===== config.mk =====
export PLATFORM = sky130hd
export DESIGN_NAME = mem_arbiter
export DESIGN_NICKNAME = d
export VERILOG_FILES = /design/src/rtl/mem_arbiter.sv
export SDC_FILE = /design/constraint.sdc
export NUM_CORES = 1
export LEC_CHECK = 0
export ABC_AREA = 1
export BUFFER_PORTS_ARGS = -buffer_cell sky130_fd_sc_hd__buf_4
export CAP_MARGIN = 25
export CORE_AREA = 2 2 192 194
export CTS_CLUSTER_DIAMETER = 50
export DETAILED_ROUTE_END_ITERATION = 8
export DIE_AREA = 0 0 194 196
export MAX_ROUTING_LAYER = met4
export PLACE_DENSITY = 0.54
export SETUP_SLACK_MARGIN = 0.02
export SLEW_MARGIN = 20
export SYNTH_ARGS = -nofsm -noshare
export SYNTH_HDL_FRONTEND = slang
export SYNTH_SLANG_ARGS = --single-unit
export TNS_END_PERCENT = 10

===== constraint.sdc =====
create_clock -name clk -period 2.3 [get_ports clk]
set_input_delay 0.115 -clock clk [delete_from_list [all_inputs] [get_ports clk]]
set_output_delay 0.115 -clock clk [all_outputs]
set_load 0.05 [all_outputs]

===== src/rtl/mem_arbiter.sv =====
// rtl/mem_arbiter.sv - two-port round-robin arbiter in front of a single memory controller
module mem_arbiter #(
  parameter int ADDR_W = 20,
  parameter int DATA_W = 64
) (
  input  logic              clk,
  input  logic              rst,
  input  logic              req0_valid,
  input  logic              req0_rw,
  input  logic [ADDR_W-1:0] req0_addr,
  input  logic [DATA_W-1:0] req0_wdata,
  output logic              req0_ready,
  output logic [DATA_W-1:0] req0_rdata,
  input  logic              req1_valid,
  input  logic              req1_rw,
  input  logic [ADDR_W-1:0] req1_addr,
  input  logic [DATA_W-1:0] req1_wdata,
  output logic              req1_ready,
  output logic [DATA_W-1:0] req1_rdata,
  output logic              mem_valid,
  output logic              mem_rw,
  output logic [ADDR_W-1:0] mem_addr,
  output logic [DATA_W-1:0] mem_wdata,
  input  logic              mem_ready,
  input  logic [DATA_W-1:0] mem_rdata,
  output logic [15:0]       grant_cnt0,
  output logic [15:0]       grant_cnt1,
  output logic              busy
);

  typedef enum logic [1:0] {
    IDLE    = 2'd0,
    BUSY0   = 2'd1,
    BUSY1   = 2'd2,
    RELEASE = 2'd3
  } state_t;

  state_t state;
  // Port that received the most recent grant; 1 after reset so port 0 wins the first tie.
  logic   last_grant;
  logic   grant0;
  logic   grant1;

  // Round-robin decision: on a tie the port not granted last time wins.
  always_comb begin
    grant0 = 1'b0;
    grant1 = 1'b0;
    if (req0_valid && (!req1_valid || last_grant)) begin
      grant0 = 1'b1;
    end else if (req1_valid) begin
      grant1 = 1'b1;
    end
  end

  // Arbitration FSM with all outputs registered; mem_ready only matters in BUSY0/BUSY1.
  always_ff @(posedge clk) begin
    if (rst) begin
      state      <= IDLE;
      last_grant <= 1'b1;
      mem_valid  <= 1'b0;
      mem_rw     <= 1'b0;
      mem_addr   <= '0;
      mem_wdata  <= '0;
      req0_ready <= 1'b0;
      req1_ready <= 1'b0;
      req0_rdata <= '0;
      req1_rdata <= '0;
      grant_cnt0 <= 16'd0;
      grant_cnt1 <= 16'd0;
      busy       <= 1'b0;
    end else begin
      req0_ready <= 1'b0;
      req1_ready <= 1'b0;
      case (state)
        IDLE: begin
          if (grant0) begin
            state      <= BUSY0;
            last_grant <= 1'b0;
            mem_valid  <= 1'b1;
            mem_rw     <= req0_rw;
            mem_addr   <= req0_addr;
            mem_wdata  <= req0_wdata;
            busy       <= 1'b1;
          end else if (grant1) begin
            state      <= BUSY1;
            last_grant <= 1'b1;
            mem_valid  <= 1'b1;
            mem_rw     <= req1_rw;
            mem_addr   <= req1_addr;
            mem_wdata  <= req1_wdata;
            busy       <= 1'b1;
          end
        end
        BUSY0: begin
          if (mem_ready) begin
            state      <= RELEASE;
            mem_valid  <= 1'b0;
            req0_ready <= 1'b1;
            req0_rdata <= mem_rdata;
            if (grant_cnt0 != 16'hFFFF) begin
              grant_cnt0 <= grant_cnt0 + 16'd1;
            end
          end
        end
        BUSY1: begin
          if (mem_ready) begin
            state      <= RELEASE;
            mem_valid  <= 1'b0;
            req1_ready <= 1'b1;
            req1_rdata <= mem_rdata;
            if (grant_cnt1 != 16'hFFFF) begin
              grant_cnt1 <= grant_cnt1 + 16'd1;
            end
          end
        end
        RELEASE: begin
          state <= IDLE;
          busy  <= 1'b0;
        end
        default: begin
          state     <= IDLE;
          mem_valid <= 1'b0;
          busy      <= 1'b0;
        end
      endcase
    end
  end

endmodule


# After elaboration in Yosys (flattened, before gate mapping)
# Cells that the tools add are included.
# totals
word_cells	62
reg_bits	252
out_inout_bits	249
inputBits	239
# op_classes
mux	20
eq_ne	7
n_reduce_logical	18
add_sub_neg	2
bitwise	2
# op_table
cell	count
two-way mux 64 bit	2
two-way mux 20 bit	2
adder 16 x 1 -> 16 bit, second input constant	2
!= test 16 bit, second input constant	2
two-way mux 1 bit	10
AND reduction 2 bit	5
AND reduction 3 bit	3
two-way mux 2 bit	3
case mux 2 bit (3 select lines)	1
nonzero test 2 bit	3
OR reduction 2 bit	3
== test 2 bit, second input constant	2
case mux 1 bit (2 select lines)	2
!= test 3 bit, second input constant	1
== test 2 x 1 -> 1 bit, second input constant	1
logical NOT 2 bit	1
!= test 2 x 1 -> 1 bit, second input constant	1
NOT 1 bit	2
logical AND 1 bit	1
logical NOT 1 bit	1
logical OR 1 bit	1

# Depth between registers and ports, before layout
# depth
word_depth	7
mapped_depth	10
mapped_depth_nobuf	10

# Worst setup path after synthesis
# Ideal clock, no wire load.
# synth_timing
path_kind	reg-to-reg
from	register grant_cnt1[0]
to	register grant_cnt1[1]
synth_period_minus_slack_ns	1.865
t_required_ns	2.184
n_path_buf	1
setup_time_ns	0.116
t_arrival_ns	1.749
slack_ns	0.435
stages_incl_launch_ff	10
cell_sequence	dfxtp_1 -> ha_1 -> nand2_1 -> nor2_1 -> nand2_2 -> nor2_4 -> nor2_4 -> buf_6 -> nor2_1 -> nor2_1
# synth_between
elab_chain_len	2
word_cells_on_any_way	3
classes_between	add/sub (1); eq/ne (1); reduce/logical (1)
# synth_lines
item	line	rtl
start: declaration	27	output logic [15:0] grant_cnt1,
start signal: assignment	112	grant_cnt1 <= grant_cnt1 + 16'd1;
parallel branches: the longest is 2 deep, another holds adder 16 x 1 -> 16 bit	-	
# Parallel ways; which one is timed is not known.
# A chain may end at the register's enable or synchronous reset.

# Worst setup path in the final report
# layout_timing
from	register state[0]
to	register mem_wdata[61]
# layout_between
elab_chain_len	2
# layout_lines
item	line	rtl
start: declaration	38	state_t state;
start signal: assignment	58	state <= IDLE;
start signal: assignment	77	state <= BUSY0;
start signal: assignment	85	state <= BUSY1;
logical NOT 2 bit	74	case (state)
AND reduction 2 bit (no source line)	-	
end signal: assignment	82	mem_wdata <= req0_wdata;
end signal: assignment	90	mem_wdata <= req1_wdata;
end: declaration	23	output logic [DATA_W-1:0] mem_wdata,
# Every way passes these cells.

==> summary.txt <==
Clocking
  – Num CTS Buffers: 37
  – H-tree levels: 2
  – Clk sinks: roughly 250
  – Clock-pin slew on the worst setup and hold paths: approximately 0.050 ns
  – Clock tree buffer depth: 3
  – Clk root buf: clkbuf_16
  – Post-CTS setup buffer count: 0
  – CTS tree: yes
  – Clk Latency, worst-skew pair: 0.53 ns

STA
  – Worst slew margin: a little under half
  – Slew Viols, Final: 0
  – Worst hold slack: 0.0144 ns
  – Tmin final: roughly 2.2 ns
  – Clock Skews: ~0.017 ns
  – Fmax: 465 MHz
  – Final period util: approximately 94%
  – RSZ-0062 raised after global routing: yes
  – Worst-Margin Slew: just over 0.8 ns
  – Setup-failing EPs final: 0
  – Setup TNS: 0 ns
  – Final hold vios: 0

GRT
  – First-pass GRT wire length: around 62000 um
  – Initial antenna violation count: 1
  – Overflow after GRT: 0
  – Tot GR Track Use: 20.8%
  – Largest net degree at the start of global routing: 88
  – Vias in the first global route: 11.3k

Place
  – I/O Buffers: around 500
  – DP HPWL: approximately 27000 um
  – Gpl congestion: 0.851

Power and ir drop
  – LEAKAGE: ~7.7 nW
  – Cell Pwr Density: ~1200 nW/um2
  – Total power draw: 20.7 mW
  – Worst VDD drop: 0.690 mV

Worst setup path
  – Cell chain of the critical path: inv_1 -> ha_1 -> o21ai_4 -> buf_12 -> nor2_1 -> o21ai_1 -> dlygate4sd3_1 -> a21oi_1
  – Worst setup EP type: flop
  – Worst EP arrival: about 2.5 ns
  – Critical path's slowest cell: dlygate4sd3_1
  – CP Class: flop to flop
  – CP startpoint kind: flop
  – CP max FO: 24
  – Crit path max-delay family: buffers and inverters
  – Crit path buf inv count: 3
  – Data required time of the critical path: between 2 and 3 ns
  – Crit path largest cell delay: between 0.5 and 0.6 ns

Drt
  – Via count: between 10k and 15k
  – Routed len/inst: between 15 and 20 um
  – Total Routed Length: between 40000 and 50000 um
  – Post-DR vias/cell: about 4.5
  – First-pass detailed-route iteration total: 5
  – Final ANT Viol Nets: 0
  – DRC: 0
  – 1st-iter DRT viols: roughly 600

Synth
  – Ys Warns: 0
  – Post-synthesis cell area: approximately 10000 um2
  – Syn avg cell area: between 7 and 8 um2
  – Yosys cell types: 34
  – Synth Register Bits: between 200 and 300
  – Yosys top cell by area: dfxtp_1
  – Yosys top cell area share: between 40% and 50%
  – Top cells by area, synth: dfxtp_1 49%, nor2_1 16%, o21ai_0 6.9%
  – Seq/Total Area, Yosys: approximately half
  – Cells after Synth: around 1.4k
  – Syn_nets: ~1.7k

Hold path
  – Worst hold path class: primary input to flop

Finish
  – # fillers: between 3k and 4k
  – Most common cell after layout, fill and taps aside: buf_4
  – Layout Nets: approximately 2.4k
  – FF+latch area: a little over 5000 um2
  – Multi-input logic area: ~4800 um2
  – Layout cells sized above 1: between 20% and 30%
  – Most frequent cells in the layout: 498 x buf_4, 454 x nor2_1, 252 x dfxtp_1, 224 x dlygate4sd3_1, 176 x nand2_1
  – Area added between synthesis and finish: 72.1%

Floorplan
  – # rows: 70
  – DIE AREA: 38000 um2
  – Die height: just under 200 um
  – Top Ports: about 490
  – Initial Utilization: between 20% and 30%
  – Chip width: ~190 um
  – Core area: between 30000 and 40000 um2

Run
  – Max Cap Viol: 0

Run status
  – Status: finished, final reports clean
## tightest hold or removal path, stage by stage
cell	delay (ns)
buf_4	0.08
nor2_1	0.04
nor2_1	0.08
o21ai_0	0.08
a21oi_1	0.12
## cell families after synthesis
group,share of synthesized area (%)
simple gates,26.8
compound gates,16.9
flops,48.5
buf+inv,5.91
xor+xnor,1.01
fa+ha+maj,0.842
## synth_stat cells
cell and n:
o21ai_1 78, dfxtp_1 252, o211ai_1 1, nor2_1 454, nor2_4 7, buf_2 34, a21oi_1 110, nor3_1 2
a21oi_2 1, xnor2_1 4, ha_1 7, buf_12 1, o21ai_4 2, nand3b_1 1, nand2_1 178, a221oi_1 1
nand3_1 18, o21ai_0 144, or2_2 1, o21ai_2 2, nand4_1 8, a31oi_1 2, buf_6 5, nand2_4 3
buf_8 1, clkinv_1 1, buf_4 10, clkbuf_1 43, nand2_2 3, o21bai_1 1, nor2_2 20, inv_1 27
xor2_1 8, inv_2 3
## worst paths after layout
check,start,to,slack [ns],cells past startpoint
max,state[0]$_SDFFE_PP0P_,mem_wdata[61]$_SDFFE_PP0P_,0.15,8
min reg2reg,mem_wdata[59]$_SDFFE_PP0P_,mem_wdata[59]$_SDFFE_PP0P_,0.46,2
max reg2reg,state[0]$_SDFFE_PP0P_,mem_wdata[61]$_SDFFE_PP0P_,0.15,8
min,req1_wdata[63],mem_wdata[63]$_SDFFE_PP0P_,0.01,5
## registers in the layout, summed over array words and instances (netlist names)
name        cells
mem_wdata      64
last_grant      1
mem_rw          1
mem_addr       20
req0_ready      1
req1_rdata     64
req1_ready      1
grant_cnt0     16
mem_valid       1
busy            1
req0_rdata     64
grant_cnt1     16
state           2
## per-layer routing
layer / vias to the layer above / GRT usage, % / part of all wire, %
li1: 5984 / - / -
met1: 5396 / 24.3 / 41
met2: 331 / 34.5 / 49
met3: 109 / 4.26 / 5.3
met4: 0 / 9.79 / 4.7
met5: - / - / 0
## area by class of cell
class / instances / share of cell area (%)
sequential: 252 / 28.2
clock inverter: 15 / 0.951
antenna: 1 / 0.0140
timing repair buffer: 731 / 34.5
inverter: 31 / 0.671
multi-input combinational: 1057 / 26.6
clock buffer: 49 / 5.82
tap: 468 / 3.27
## through the flow
stage	instance area [um2]	cells	utilization, %	setup slack, ns
after CTS	17900	2601	49.5	0.0555
after global placement	14400	2313	39.9	0.436
after detailed placement	14400	2313	39.9	0.398
after floorplan	10400	1433	-	0.435
final	17900	2604	49.6	0.147
after global routing	17900	2604	49.6	0.0140
## power by group
| group | switching [mW] | internal, mW | leakage [nW] |
|---|---|---|---|
| clock network | 2.15 | 3.43 | 0.589 |
| registers | 0.522 | 5.32 | 2.06 |
| logic | 6.13 | 3.09 | 5.09 |
## what timing repair did
action | CTS | global route
resized for setup | 0 | 2
endpoints found under the setup margin | 0 | 19
hold buffers | 224 | 0
hold endpoints to repair | 214 | 0
Power figures use the tool's default switching activity.
